`src/rtl/expr_pkg.sv`:
```
// Shared token/ASCII constants, FSM states and the token encoder for the expr checker path.
// Pure definitions; no timing or flow control of its own.
package expr_pkg;
  localparam logic [3:0] TOK_PLUS = 4'd10;
  localparam logic [3:0] TOK_MUL  = 4'd11;
  localparam logic [7:0] CH_ZERO  = 8'h30;
  localparam logic [7:0] CH_PLUS  = 8'h2B;
  localparam logic [7:0] CH_MUL   = 8'h2A;
  localparam logic [7:0] CH_BAD   = 8'h3F;

  typedef enum logic [1:0] {IDLE, SEND, DONE} state_t;

  function automatic logic [7:0] encode(input logic [3:0] t);
    logic [7:0] c;
    if (t < TOK_PLUS)      c = CH_ZERO + {4'h0, t};
    else if (t == TOK_PLUS) c = CH_PLUS;
    else if (t == TOK_MUL)  c = CH_MUL;
    else                    c = CH_BAD;
    return c;
  endfunction
endpackage

```
`src/rtl/tok_fifo.sv`:
```
// DEPTH x 4-bit token buffer: write is dropped when full, read is ignored when empty.
// Registered pointers/count; rd_dat/nxt_dat expose the head and the entry behind it.
module tok_fifo #(
  parameter int DEPTH  = 16,
  parameter int ADDR_W = 4
) (
  input  logic              clk,
  input  logic              clr,
  input  logic              wr_en,
  input  logic [3:0]        wr_dat,
  input  logic              rd_en,
  output logic [3:0]        rd_dat,
  output logic [3:0]        nxt_dat,
  output logic [ADDR_W:0]   count,
  output logic              full,
  output logic              empty
);
  logic [3:0]        mem_q [DEPTH];
  logic [3:0]        mem_d [DEPTH];
  logic [ADDR_W-1:0] wr_ptr_q, wr_ptr_d, rd_ptr_q, rd_ptr_d;
  logic [ADDR_W:0]   count_q, count_d;
  logic              do_wr, do_rd;

  assign full    = (count_q == (ADDR_W+1)'(DEPTH));
  assign empty   = (count_q == '0);
  assign count   = count_q;
  assign rd_dat  = mem_q[rd_ptr_q];
  assign nxt_dat = mem_q[rd_ptr_q + ADDR_W'(1)];

  always_comb begin
    do_wr    = wr_en && !full;
    do_rd    = rd_en && !empty;
    mem_d    = mem_q;
    wr_ptr_d = wr_ptr_q;
    rd_ptr_d = rd_ptr_q;
    count_d  = count_q;
    if (do_wr) begin
      mem_d[wr_ptr_q] = wr_dat;
      wr_ptr_d        = wr_ptr_q + ADDR_W'(1);
    end
    if (do_rd) rd_ptr_d = rd_ptr_q + ADDR_W'(1);
    if (do_wr && !do_rd)      count_d = count_q + (ADDR_W+1)'(1);
    else if (do_rd && !do_wr) count_d = count_q - (ADDR_W+1)'(1);
  end

  // Storage needs no clear: pointers and count alone define what is buffered.
  always_ff @(posedge clk) mem_q <= mem_d;

  always_ff @(posedge clk) begin
    if (clr) begin
      wr_ptr_q <= '0;
      rd_ptr_q <= '0;
      count_q  <= '0;
    end else begin
      wr_ptr_q <= wr_ptr_d;
      rd_ptr_q <= rd_ptr_d;
      count_q  <= count_d;
    end
  end
endmodule

```
`src/rtl/expr_tx.sv`:
```
// Buffers tokens, streams them as ASCII one char per accepted beat, and reports the expected verdict.
// First char the cycle after start; out holds while ready=0; done pulses the cycle after the last beat.
module expr_tx
  import expr_pkg::*;
#(
  parameter int DEPTH  = 16,
  parameter int ADDR_W = 4
) (
  input  logic       clk,
  input  logic       clr,
  input  logic       push,
  input  logic [3:0] tok,
  output logic       full,
  input  logic       start,
  output logic       busy,
  input  logic       ready,
  output logic [7:0] out,
  output logic       out_valid,
  output logic       done,
  output logic       well_formed
);
  state_t          state_q, state_d;
  logic            seq_ok_q, seq_ok_d, last_dig_q, last_dig_d;
  logic [7:0]      out_q, out_d;
  logic            out_valid_q, out_valid_d, done_q, done_d;
  logic            wf_q, wf_d, busy_q, busy_d;
  logic            wr_en, rd_en, fifo_clr, ff_full, ff_empty, tok_dig, tok_op;
  logic [3:0]      rd_dat, nxt_dat;
  logic [ADDR_W:0] count;

  tok_fifo #(.DEPTH(DEPTH), .ADDR_W(ADDR_W)) u_fifo (
    .clk(clk), .clr(fifo_clr), .wr_en(wr_en), .wr_dat(tok), .rd_en(rd_en),
    .rd_dat(rd_dat), .nxt_dat(nxt_dat), .count(count), .full(ff_full), .empty(ff_empty)
  );

  always_comb begin
    tok_dig     = (tok < TOK_PLUS);
    tok_op      = (tok == TOK_PLUS) || (tok == TOK_MUL);
    state_d     = state_q;
    seq_ok_d    = seq_ok_q;
    last_dig_d  = last_dig_q;
    out_d       = out_q;
    out_valid_d = out_valid_q;
    done_d      = 1'b0;
    wf_d        = 1'b0;
    wr_en       = 1'b0;
    rd_en       = 1'b0;
    fifo_clr    = clr;
    case (state_q)
      IDLE: begin
        out_d       = '0;
        out_valid_d = 1'b0;
        if (push && !ff_full) begin
          wr_en      = 1'b1;
          seq_ok_d   = ff_empty ? tok_dig : (seq_ok_q && (last_dig_q ? tok_op : tok_dig));
          last_dig_d = tok_dig;
        end
        if (start) begin
          if (wr_en || !ff_empty) begin
            state_d     = SEND;
            out_valid_d = 1'b1;
            // A token pushed alongside start into an empty buffer is itself the head.
            out_d       = encode(ff_empty ? tok : rd_dat);
          end else begin
            state_d = DONE;
            done_d  = 1'b1;
          end
        end
      end
      SEND: begin
        if (ready) begin
          rd_en = 1'b1;
          if (count == (ADDR_W+1)'(1)) begin
            state_d     = DONE;
            out_d       = '0;
            out_valid_d = 1'b0;
            done_d      = 1'b1;
            wf_d        = seq_ok_q && last_dig_q;
          end else begin
            out_d = encode(nxt_dat);
          end
        end
      end
      DONE: begin
        state_d    = IDLE;
        fifo_clr   = 1'b1;
        seq_ok_d   = 1'b0;
        last_dig_d = 1'b0;
      end
      default: state_d = IDLE;
    endcase
    busy_d = (state_d != IDLE);
  end

  always_ff @(posedge clk) begin
    if (clr) begin
      state_q     <= IDLE;
      seq_ok_q    <= 1'b0;
      last_dig_q  <= 1'b0;
      out_q       <= '0;
      out_valid_q <= 1'b0;
      done_q      <= 1'b0;
      wf_q        <= 1'b0;
      busy_q      <= 1'b0;
    end else begin
      state_q     <= state_d;
      seq_ok_q    <= seq_ok_d;
      last_dig_q  <= last_dig_d;
      out_q       <= out_d;
      out_valid_q <= out_valid_d;
      done_q      <= done_d;
      wf_q        <= wf_d;
      busy_q      <= busy_d;
    end
  end

  assign out         = out_q;
  assign out_valid   = out_valid_q;
  assign done        = done_q;
  assign well_formed = wf_q;
  assign busy        = busy_q;
  assign full        = ff_full;
endmodule

```
`config.mk`:
```
export PLATFORM = sky130hd
export DESIGN_NAME = expr_tx
export DESIGN_NICKNAME = d
export VERILOG_FILES = /design/src/rtl/expr_pkg.sv /design/src/rtl/tok_fifo.sv /design/src/rtl/expr_tx.sv
export SDC_FILE = /design/constraint.sdc
export NUM_CORES = 1
export LEC_CHECK = 0
export ABC_AREA = 1
export CAP_MARGIN = 15
export CORE_UTILIZATION = 33
export CTS_CLUSTER_DIAMETER = 60
export DETAILED_ROUTE_END_ITERATION = 10
export PLACE_DENSITY = 0.5
export SLEW_MARGIN = 10
export SYNTH_ARGS = -nofsm -noshare
export SYNTH_HDL_FRONTEND = slang
export SYNTH_SLANG_ARGS = --single-unit
```
`constraint.sdc`:
```
create_clock -name clk -period 3.4 [get_ports clk]
set_clock_uncertainty 0.2 [all_clocks]
set_input_delay 0.51 -clock clk [delete_from_list [all_inputs] [get_ports clk]]
set_output_delay 0.51 -clock clk [all_outputs]
set_load 0.005 [all_outputs]
```
---- After elaboration in Yosys (flattened, before gate mapping) ----
Index checks and enable logic that the tools add are counted.
Widths: inputs -> output; s select.
word-level totals
  output and inout port bits .............. 13
  register bits after elaboration ......... 93
  input port bits ......................... 9
  logic and storage cells ................. 133
cells by class
  equality and inequality tests ........... 13
  $lt $le $gt $ge ......................... 7
  reduce and logical (&&, ||, !) cells .... 24
  mux-type cells .......................... 50
  $add $sub $neg .......................... 6
  bitwise operators ....................... 6
operator list
  cell                 number
  $bwmux 64            1
  $mux 7               5
  $bmux 4 s4           2
  $mux 5               6
  $eq 4x4->1 const B   6
  $mux 4               6
  $mux 1               18
  $demux 4 s4          1
  $pmux 8 s2           1
  $ge 5x5->1 const B   3
  $not 4->5            3
  $add 6x4->7 const A  2
  $lt 4x4->1 const B   3
  $add 4x1->4 const B  2
  $logic_and 1x1->1    8
  $mux 2               4
  $mux 8               1
  $pmux 1 s2           4
  $reduce_bool 2->1    4
  $ne 2x2->1 const B   3
  $add 5x1->5 const B  1
  $eq 5x1->1 const B   1
  $eq 5x5->1 const B   1
  $logic_not 5->1      1
  other kinds (12)     19

---- Logic depth before layout (Yosys ltp) ----
Gate-level depths: netlist of the first run.
  word-level depth ........................ 12
  mapped depth ............................ 14
  gate-level depth less buffers ........... 14

---- Cells and area by module ----
From an unflattened synthesis of the first run, not the netlist that was laid out.
unflattened totals
  cell total of the unflattened synthesis .. 664
  area total of the unflattened synthesis .. 5063.6 sq um
by module, submodules not included
  module    instances  cells an instance  area an instance (sq um)  seq. area each (sq um)
  tok_fifo  1          536                4237.8                    2182.1
  expr_tx   1          128                825.8                     280.3

---- Worst setup path before layout of the first run ----
OpenSTA, ideal clock, no wires.
  path type ............................... reg-to-reg
  start ................................... reg u_fifo.count_q[0] (netlist: u_fifo.count[0])
  end ..................................... reg u_fifo.count_q[3] (netlist: u_fifo.count[3])
  period minus slack after synthesis ...... 2568 ps
  data required time ...................... 3130 ps
  setup time .............................. 70 ps
  data arrival time ....................... 2298 ps
  buffers on the path ..................... 0
  stages on the path, launching flop included .. 15
  setup slack ............................. 832 ps
  cells stage by stage .................... dfxtp_1 inv_1 ha_1 inv_1 nor3_1 inv_1 nand3_1 inv_1 ha_1 inv_1 nand2_1 nor4_1 a41oi_1 or2_2 a21oi_1
between the ends
  word-level cells in the longest chain between the ends .. 10
ends and longest elaborated chain
  item                         line                           source
  start: declaration           tok_fifo.sv:21                 logic [ADDR_W:0] count_q, count_d;
  start signal: assignment     tok_fifo.sv:57                 count_q <= count_d;
  $eq 5x5->1 (*)               tok_fifo.sv:24                 assign full = (count_q == (ADDR_W+1)'(DEPTH));
  net full                     expr_tx.sv:13                  output logic full,
  $logic_not 1->1 (*)          tok_fifo.sv:31, expr_tx.sv:53
  $logic_and 1x1->1            expr_tx.sv:53                  if (push && !ff_full) begin
  $mux 1                       expr_tx.sv:53
  $mux 1 (2 in a row)          expr_tx.sv:49                  case (state_q)
  $logic_and 1x1->1 (*)        tok_fifo.sv:31                 do_wr = wr_en && !full;
  net u_fifo.do_wr             tok_fifo.sv:22                 logic do_wr, do_rd;
  $logic_not 1->1              tok_fifo.sv:43                 else if (do_rd && !do_wr) count_d = count_q - (ADDR_W+1)'(1);
  $logic_and 1x1->1            tok_fifo.sv:43
  $reduce_bool 2->1 (no line)  --
Mark *: on every way through the listed nets, which the timed path passes. The rest lies on a longest branch. The select of a mux whose other input is x is not followed.
A chain may end at the register's enable or synchronous reset.

---- Worst setup path in the final report of the first run ----
  start ................................... reg u_fifo.count_q[0] (netlist: u_fifo.count[0])
  end ..................................... reg u_fifo.count_q[3] (netlist: u_fifo.count[3])
between the ends
  word-level cells in the longest chain between the ends .. 10
ends and longest elaborated chain
  item                         line
  $eq 5x5->1 (*)               tok_fifo.sv:24
  $logic_not 1->1 (*)          tok_fifo.sv:31, expr_tx.sv:53
  $logic_and 1x1->1            expr_tx.sv:53
  $mux 1                       expr_tx.sv:53
  $mux 1 (2 in a row)          expr_tx.sv:49
  $logic_and 1x1->1 (*)        tok_fifo.sv:31
  net u_fifo.do_wr             tok_fifo.sv:22
  $logic_not 1->1              tok_fifo.sv:43
  $logic_and 1x1->1            tok_fifo.sv:43
  $reduce_bool 2->1 (no line)  --
Marks and branches as above.

==> metrics.yaml, run 1 <==
clock_network:
  clk_transition_reported_paths_ns: 0.07
  root_buffer: "clkbuf_16"
  clock_sinks: 91
  tritoncts: "built"
  cts_hold_buf: 0
  cts_setup_buffers: 0
  cts_resized: 0
  cts_inserted_buffers: 9
  insertion_delay_ns: 0.36
  max-clock-path-buffers: 2
  cts_max_level: 3
global_route:
  met2_usage_pct: 27.3
  grt_pass1_wl_um: 20400
  grt_pass1_vias: 3836
  grt-busiest-layer: "met2"
  grt_antenna_before_repair: 0
  use_met1_pct: 25.3
  grt_max_degree: 57
  track_usage_pct: 18.5
  grt_overflow: 0
  use_met3_pct: 4.44
synthesis:
  synthesis.area_mm2: 0.00492
  ys_warn_count: 0
  syn_area_per_cell_um2: 8.04
  syn_inst: 612
  yosysUniqueCellTypes: 33
  ys_seq_area_share_pct: 50.1
  ys_ff_latch: 91
setup_path:
  critPathArrivalTime_ns: 2.96
  cp.required_ns: 3.49
  cp_max_fo: 7
  end_kind: "register"
  path_class: "reg2reg"
  rr_startpoint: "u_fifo.count[0]$_SDFFE_PP0P_"
  start_kind: "register"
  setup.worst_path.start: "u_fifo.count[0]$_SDFFE_PP0P_"
  r2r_cells: 14
drt:
  wire_per_inst_um: 15.7
  drt_iter0_markers: 293
  drc: 0
  routed_wl_um: 12800
  drtPass1Iterations: 6
  via_count: 4071
  drt.antenna.violating_nets: 0
  vias_per_cell: 4.99
place:
  post-place-ws_ns: 0.374
  gp_congestion: 0.867
  port_buffers: 19
  dpl.hpwl_um: 9130
  dp_cells: 800
die:
  ios: 22
  core_mm2: 0.0145
  start_util_pct: 33.8
  die_y_um: 124
  placementRows: 44
  dieArea_mm2: 0.0154
  die_w_um: 124
sta:
  timing.final.ws_setup_ns: 0.528
  finalCriticalPeriod_ns: 2.87
  maxSlewHeadroom_pct: 39.3
  final_max_slew_viol_count: 0
  fin_crit_sh_pct: 84.5
  fin_setup_tns_ns: 0
  rsz0062_at_grt: "no"
  setup_violations: 0
  holdWs_ns: 0.272
  hold_violations: 0
  clock.fmax_mhz: 348
  tightest_slew_ns: 0.904
worst_hold_path:
  min_path_cells: 2
  hp-class: "reg2reg"
  hold_start: "out_valid$_SDFFE_PP0P_"
finish:
  n_antenna_cell: 0
  drive_above_1_share_pct: 6.01
  stdcell_count: 816
  layout.nets: 646
  area_growth_pct: 12.5
power:
  peakVddDrop_mv: 0.309
  power_leakage_nw: 2.26
  power_density_mw_per_mm2: 725
  p_total_mw: 4.01
run_status:
  status: "finished, final reports clean"
flow_run:
  drv_cap: 0
logic make-up after synthesis:
logic type / Yosys count / share of synthesized area, %
XOR/XNOR: 6 / 1.53
flip-flops: 91 / 50.1
other: 1 / 0.0762
adder cells (fa/ha/maj): 10 / 2.54
AND/OR/NAND/NOR: 303 / 26.7
AO/OA/AOI/OAI: 81 / 8.98
buffers and inverters: 120 / 10.2
cell usage after synthesis (all sizes together):
master   instances  area share [%]
o31ai            1            0.15
o2111ai          1            0.18
inv             94             7.2
nor3             3            0.53
nand4            3            0.38
nor2            42             3.3
edfxtp          64              39
nor4             1            0.13
conb             1           0.076
buf             19             2.5
nand2          150              11
or2              3            0.38
ha              10             2.5
xnor2            1            0.18
o21ai           33             3.4
xor2             5             1.3
nand3          101              10
o211ai           9             1.4
o311ai           1            0.18
dfxtp           27              11
clkinv           2            0.15
clkbuf           5            0.38
a21oi           35             3.6
a41oi            1            0.18
critical path: stages (launching register included):
cell and delay [ns]:
dfxtp_1 0.34, inv_1 0.13, ha_1 0.17, inv_1 0.07, nor3_1 0.23, inv_1 0.07, nand3_1 0.19, inv_1 0.18
ha_1 0.37, inv_1 0.11, nand2_1 0.07, nor4_1 0.18, a41oi_1 0.09, or2_2 0.30, a21oi_1 0.11
layout by cell type, fill, tap and decap left out, types with 9 or more instances in the layout:
master,count
edfxtp_1,64
o211ai_1,9
inv_1,90
o21ai_0,33
nand3_1,99
nor2_1,41
a21oi_1,35
dfxtp_1,26
ha_1,10
clkbuf_16,9
clkdlybuf4s50_1,19
nand2_1,149
report_power, final:
| group | switching [mW] | total [mW] | internal, mW | leakage (nW) |
|---|---|---|---|---|
| clock network | 0.437 | 0.929 | 0.492 | 0.133 |
| registers | 0.103 | 1.43 | 1.32 | 0.799 |
| logic | 1.09 | 1.66 | 0.567 | 1.33 |
per-stage QoR:
step	util (%)	area, µm²
after floorplan	-	4920
after global placement	36.2	5270
after detailed placement	36.2	5270
after CTS	38.1	5530
after global routing	38.1	5530
final	38.1	5530
final timing paths:
kind / endpoint / slack, ns
worst max-delay path: u_fifo.count[3]$_SDFFE_PP0P_ / 0.53
worst min-delay path: out_valid$_SDFFE_PP0P_ / 0.27
worst max register to register: u_fifo.count[3]$_SDFFE_PP0P_ / 0.53
worst min register to register: out_valid$_SDFFE_PP0P_ / 0.27
area by class of cell:
class	instances	area, µm²
clock buffer	9	225
timing repair buffer	27	250
tap	184	230
sequential	91	2460
fill	1508	9000
multi-input combinational	402	1960
clock inverter	7	43.8
inverter	96	360
flip-flops by register name, summed over array words and instances (netlist names):
register / cells
u_fifo.rd_ptr_q: 4
u_fifo.wr_ptr_q: 4
out: 6
seq_ok_q: 1
well_formed: 1
done: 1
state_q: 2
busy: 1
last_dig_q: 1
out_valid: 1
u_fifo.mem_q: 64
u_fifo.count: 5
per-layer routing:
layer  routed length (µm)  part of all wire, %
met5                    0                    0
met4                  374                  2.9
met3                  794                  6.2
met2                 5680                   44
met1                 5960                   46
Note: power is estimated with default switching activity, not from simulation.
==> run 2: changes to the inputs <==
==> constraint.sdc (replaced) <==
create_clock -name clk -period 2.8 [get_ports clk]
set_clock_uncertainty 0.2 [all_clocks]
set_input_delay 0.42 -clock clk [delete_from_list [all_inputs] [get_ports clk]]
set_output_delay 0.42 -clock clk [all_outputs]
set_load 0.005 [all_outputs]
==> run 2 against run 1 <==
  * Combinational power up 29%
  * Maximum frequency rose by 14%
  * Clock power rose by 59%
  * Die area unchanged
  * Final area grew 4.1%
  * Via count up 0.96%
  * Hold slack improved by 0.0081 ns
  * Sequential power grew 22%
  * Critical path depth unchanged
  * Non-clock buffer count rose by 15
  * Wire length increased by 0.73%
  * Largest cell class unchanged
  * Largest power group unchanged
==> metrics.yaml, run 2 (synthesized netlist as in run 1, its figures left out) <==
run_status:
  status: "finished, final reports clean"
die:
  start_util_pct: 33.8  # unchanged
  dieArea_mm2: 0.0154  # unchanged
  die_y_um: 124  # unchanged
  die_w_um: 124  # unchanged
  ios: 22  # unchanged
  core_mm2: 0.0145  # unchanged
  placementRows: 44  # unchanged
clock_network:
  clk_transition_reported_paths_ns: 0.06  # about the same
  cts_setup_buffers: 0  # unchanged
  root_buffer: "clkbuf_16"
  cts_resized: 0  # unchanged
  max-clock-path-buffers: 2  # unchanged
  insertion_delay_ns: 0.34  # -0.02 ns
  cts_hold_buf: 0  # unchanged
  cts_inserted_buffers: 9  # unchanged
  clock_sinks: 91  # unchanged
  cts_max_level: 3  # unchanged
  tritoncts: "built"
worst_hold_path:
  hp-class: "reg2reg"
  min_path_cells: 2  # unchanged
  hold_start: "out_valid$_SDFFE_PP0P_"
  worstHoldEndpoint: "out_valid$_SDFFE_PP0P_"
sta:
  tightest_slew_ns: 0.645  # -0.258 ns
  rsz0062_at_grt: "no"
  maxSlewHeadroom_pct: 56.9  # +18 points
  clock.fmax_mhz: 395  # +14%
  fin_crit_sh_pct: 90.3  # +5.8 points
  final_max_slew_viol_count: 0  # unchanged
  fin_setup_tns_ns: 0  # unchanged
  hold_violations: 0  # unchanged
  setup_violations: 0  # unchanged
  finalCriticalPeriod_ns: 2.53  # -0.343 ns
setup_path:
  path_class: "reg2reg"
  cp.required_ns: 2.87  # -0.62 ns
  start_kind: "register"
  r2r_cells: 14  # unchanged
  rr_startpoint: "u_fifo.count[0]$_SDFFE_PP0P_"
  end_kind: "register"
  cp_max_fo: 4  # -3
  regToRegSetupSlack_ns: 0.27  # -0.26 ns
  critPathArrivalTime_ns: 2.60  # -0.36 ns
  r2r_end: "u_fifo.count[3]$_SDFFE_PP0P_"
global_route:
  grt_pass1_vias: 4072  # +6.2%
  grt_overflow: 0  # unchanged
  grt_max_degree: 45  # -21%
  track_usage_pct: 18.3  # -0.11 points
  grt_pass1_wl_um: 20800  # +2.0%
  grt_antenna_before_repair: 0  # unchanged
finish:
  n_antenna_cell: 0  # unchanged
  mostFrequentLayoutCell: "nand2_1"
  drive_above_1_share_pct: 8.81  # +2.8 points
  layout_common_cells: "149 x nand2_1, 99 x nand3_1, 90 x inv_1"
  fillers: 1497  # -0.73%
  largest_reg_flops: 64  # unchanged
  layout.nets: 661  # +2.3%
  design_area_mm2: 0.00576  # +4.1%
  area_growth_pct: 17.1
  top_register: "u_fifo.mem_q"
place:
  dpl_cell_area_mm2: 0.00539  # +2.4%
  dpl.hpwl_um: 9570  # +4.8%
  port_buffers: 19  # unchanged
  gp_congestion: 0.947  # +9.2%
drt:
  via_count: 4110  # +0.96%
  vias_per_cell: 4.95  # -0.86%
  drt.antenna.violating_nets: 0  # unchanged
  drt_iter0_markers: 241  # -18%
  routed_wl_um: 12900  # +0.73%
  wire_per_inst_um: 15.5  # -1.1%
  drtPass1Iterations: 5  # -1
  drc: 0  # unchanged
power:
  power_density_mw_per_mm2: 930  # +28%
  power_leakage_nw: 2.38  # +5.2%
  peakVddDrop_mv: 0.417  # +35%
flow_run:
  drv_cap: 0  # unchanged
-- run 2: cell count changes in the layout (fill, tap and decap cells not counted), sizes merged --
cell      change
bufinv        +4
buf          +15
clkinv        -4
clkinvlp      +1
inv           -1
-- run 2: area by class of cell --
| cell class | count | area (µm²) | area share [%] |
|---|---|---|---|
| Clock buffer | 9 | 225 | 3.91 |
| Tap cell | 184 | 230 | 3.99 |
| Multi-Input combinational cell | 402 | 1970 | 34.1 |
| Clock inverter | 7 | 140 | 2.43 |
| Inverter | 96 | 360 | 6.25 |
| Sequential cell | 91 | 2470 | 42.8 |
| Timing Repair Buffer | 42 | 375 | 6.51 |
-- run 2: routing by layer --
layer | track usage, % | wire length [µm] | part of all wire [%]
met3 | 4.40 | 618 | 4.8
met4 | 7.66 | 344 | 2.7
met5 | 0 | 0 | 0
met1 | 24.8 | 6260 | 48
met2 | 28.0 | 5680 | 44
-- run 2: worst max path at each step --
stage,start,end,cells after the start
global route,u_fifo.count[0]$_SDFFE_PP0P_,u_fifo.count[3]$_SDFFE_PP0P_,14
detailed placement,ready,u_fifo.count[3]$_SDFFE_PP0P_,11
global placement,ready,u_fifo.count[3]$_SDFFE_PP0P_,11
finish,u_fifo.count[0]$_SDFFE_PP0P_,u_fifo.count[3]$_SDFFE_PP0P_,14
floorplan,u_fifo.count[0]$_SDFFE_PP0P_,u_fifo.count[3]$_SDFFE_PP0P_,14
CTS,u_fifo.count[0]$_SDFFE_PP0P_,u_fifo.count[3]$_SDFFE_PP0P_,14
-- run 2: power by group --
group          internal [mW]  total (mW)  switching, mW
clock                  0.961        1.48          0.519
sequential              1.61        1.74          0.130
combinational          0.792        2.14           1.35
-- run 2: worst max-delay path, cell delays in order (launching register included) --
cell and delay [ns]:
dfxtp_2 0.34, inv_1 0.12, ha_1 0.17, inv_1 0.08, nor3_2 0.18, inv_1 0.06, nand3_1 0.09, inv_1 0.08
ha_1 0.32, inv_1 0.10, nand2_1 0.09, nor4_1 0.17, a41oi_1 0.08, or2_2 0.29, a21oi_1 0.12
-- run 2: through the flow --
step | hold slack [ns] | setup WS, ns | utilization (%) | power, mW | instances
after global routing | 0.303 | 0.0206 | 39.7 | 5.78 | 831
after detailed placement | 0.270 | 0.170 | 37.1 | 3.88 | 815
after floorplan | 0.255 | 0.232 | - | 3.21 | 613
after global placement | 0.263 | 0.185 | 37.1 | 3.86 | 815
after CTS | 0.281 | 0.191 | 39.6 | 5.38 | 831
final | 0.280 | 0.271 | 39.7 | 5.36 | 831
==> run 3: changes to the inputs <==
==> constraint.sdc (replaced) <==
create_clock -name clk -period 2.9 [get_ports clk]
set_clock_uncertainty 0.2 [all_clocks]
set_input_delay 0.435 -clock clk [delete_from_list [all_inputs] [get_ports clk]]
set_output_delay 0.435 -clock clk [all_outputs]
set_load 0.005 [all_outputs]
==> run 3 against run 2 <==
  * Power is 6.3% lower
  * Flip-flop and latch count stayed put
  * Register-to-register slack better by 0.02 ns
  * Critical path depth is 1 lower
  * Sequential power is 4% lower
  * Utilization is 0.65 points lower
  * Critical path type unchanged
  * Highest routed layer unchanged
==> metrics.yaml, run 3 (synthesized netlist as in run 1, its figures left out) <==
drt:
  drtPass1Iterations: 4  # -1
  wire_per_inst_um: 16.0  # +3.0%
  vias_per_cell: 5.12  # +3.4%
  drc: 0  # unchanged
  routed_wl_um: 13200  # +2.1%
  via_count: 4215  # +2.6%
  drt_iter0_markers: 315  # +31%
  drt.antenna.violating_nets: 0  # unchanged
die:
  dieArea_mm2: 0.0154  # unchanged
  ios: 22  # unchanged
  die_y_um: 124  # unchanged
  start_util_pct: 33.8  # unchanged
  placementRows: 44  # unchanged
  core_mm2: 0.0145  # unchanged
  die_w_um: 124  # unchanged
global_route:
  grt_antenna_before_repair: 0  # unchanged
  grt_max_degree: 66  # +47%
  track_usage_pct: 18.7  # +0.40 points
  grt_pass1_wl_um: 20900  # +0.53%
  grt_pass1_vias: 3998  # -1.8%
  grt_overflow: 0  # unchanged
setup_path:
  critPathArrivalTime_ns: 2.69  # +0.09 ns
  r2r_cells: 13  # -1
  start_kind: "register"
  r2r_end: "u_fifo.count[3]$_SDFFE_PP0P_"
  regToRegSetupSlack_ns: 0.29  # +0.02 ns
  rr_startpoint: "u_fifo.count[1]$_SDFFE_PP0P_"
  cp.required_ns: 2.99  # +0.12 ns
  cp_max_fo: 9  # +5
  end_kind: "register"
  path_class: "reg2reg"
clock_network:
  cts_hold_buf: 0  # unchanged
  clk_transition_reported_paths_ns: 0.07  # about the same
  tritoncts: "built"
  max-clock-path-buffers: 2  # unchanged
  insertion_delay_ns: 0.36  # +0.02 ns
  cts_max_level: 3  # unchanged
  root_buffer: "clkbuf_16"
  clock_sinks: 91  # unchanged
  cts_inserted_buffers: 9  # unchanged
finish:
  mostFrequentLayoutCell: "nand2_1"
  fillers: 1494  # -0.20%
  top_register: "u_fifo.mem_q"
  n_antenna_cell: 0  # unchanged
  fin_util_pct: 39.0  # -0.65 points
  drive_above_1_share_pct: 7.50  # -1.3 points
  layout.nets: 654  # -1.1%
  design_area_mm2: 0.00567  # -1.7%
  multi_input_area_mm2: 0.00197  # unchanged
  layout_common_cells: "149 x nand2_1, 99 x nand3_1, 90 x inv_1"
  area_growth_pct: 15.2
  register_area_mm2: 0.00246  # -0.10%
  largest_reg_flops: 64  # unchanged
sta:
  tightest_slew_ns: 0.734  # +0.0887 ns
  rsz0062_at_grt: "no"
  fin_setup_tns_ns: 0  # unchanged
  timing.final.ws_setup_ns: 0.291  # +0.0196 ns
  fin_crit_sh_pct: 90.0  # -0.34 points
  setup_violations: 0  # unchanged
  holdWs_ns: 0.271  # -0.00905 ns
  clock.fmax_mhz: 383  # -3.1%
  maxSlewHeadroom_pct: 51.0  # -5.9 points
  finalCriticalPeriod_ns: 2.61  # +0.0804 ns
  hold_violations: 0  # unchanged
  final_max_slew_viol_count: 0  # unchanged
power:
  peakVddDrop_mv: 0.405  # -2.9%
  power_leakage_nw: 2.32  # -2.4%
  power_density_mw_per_mm2: 886  # -4.7%
worst_hold_path:
  min_path_cells: 2  # unchanged
  hold_start: "out_valid$_SDFFE_PP0P_"
  worstHoldEndpoint: "out_valid$_SDFFE_PP0P_"
  hp-class: "reg2reg"
place:
  post-place-ws_ns: 0.158  # -0.0125 ns
  port_buffers: 19  # unchanged
  gp_congestion: 0.896  # -5.3%
  dpl.hpwl_um: 9540  # -0.36%
  dpl_cell_area_mm2: 0.00533  # -1.1%
flow_run:
  drv_cap: 0  # unchanged
run_status:
  status: "finished, final reports clean"
==> run 3: cell types whose count changed in the layout (fill, tap and decap cells not counted) <==
cell       before  now
buf_4          22   15
bufinv_16       4    2
dfxtp_1        24   26
dfxtp_2         3    1
inv_6           0    1
inv_8           0    1
==> run 3: worst max-delay path, stage by stage (launching register included) <==
cell and delay (ns):
dfxtp_1 0.40, inv_1 0.10, ha_1 0.19, inv_1 0.12, nor3_4 0.06, inv_2 0.13, nand2_1 0.10, ha_1 0.36
inv_1 0.10, nand2_1 0.07, nor4_1 0.18, a41oi_1 0.10, or2_2 0.31, a21oi_1 0.12
==> run 3: worst max path at each step <==
stage | startpoint | end
finish | u_fifo.count[1]$_SDFFE_PP0P_ | u_fifo.count[3]$_SDFFE_PP0P_
global route | u_fifo.count[0]$_SDFFE_PP0P_ | u_fifo.count[3]$_SDFFE_PP0P_
CTS | u_fifo.count[0]$_SDFFE_PP0P_ | u_fifo.count[3]$_SDFFE_PP0P_
detailed placement | ready | u_fifo.count[3]$_SDFFE_PP0P_
global placement | ready | u_fifo.count[3]$_SDFFE_PP0P_
floorplan | u_fifo.count[0]$_SDFFE_PP0P_ | u_fifo.count[3]$_SDFFE_PP0P_
==> run 3: layer usage <==
metal	track usage [%]	share of wire, %	up-vias
li1	-	-	2050
met2	28.0	43	163
met3	2.93	5.5	30
met4	11.0	3.6	0
met5	0	0	-
met1	25.5	48	1972
==> run 3: final cells by class <==
type	instances	area share, %
clock buffer	9	3.97
clock inverter	7	1.77
inverter	96	6.36
multi-input combinational	402	34.7
sequential	91	43.5
tap	184	4.06
timing repair buffer	35	5.70
==> run 3: where the power goes <==
group / switching, mW / internal (mW)
sequential: 0.121 / 1.55
combinational: 1.31 / 0.726
clock: 0.556 / 0.763
==> run 3: stage by stage <==
step | total power [mW] | std cells
after global placement | 3.66 | 807
after floorplan | 3.10 | 613
after detailed placement | 3.68 | 807
final | 5.02 | 824
after CTS | 4.99 | 823
after global routing | 5.39 | 824
==> run 3: what timing repair did <==
action / CTS / global route
setup buffers: 0 / 1
endpoints found under the setup margin: 0 / 1
resized for setup: 0 / 1
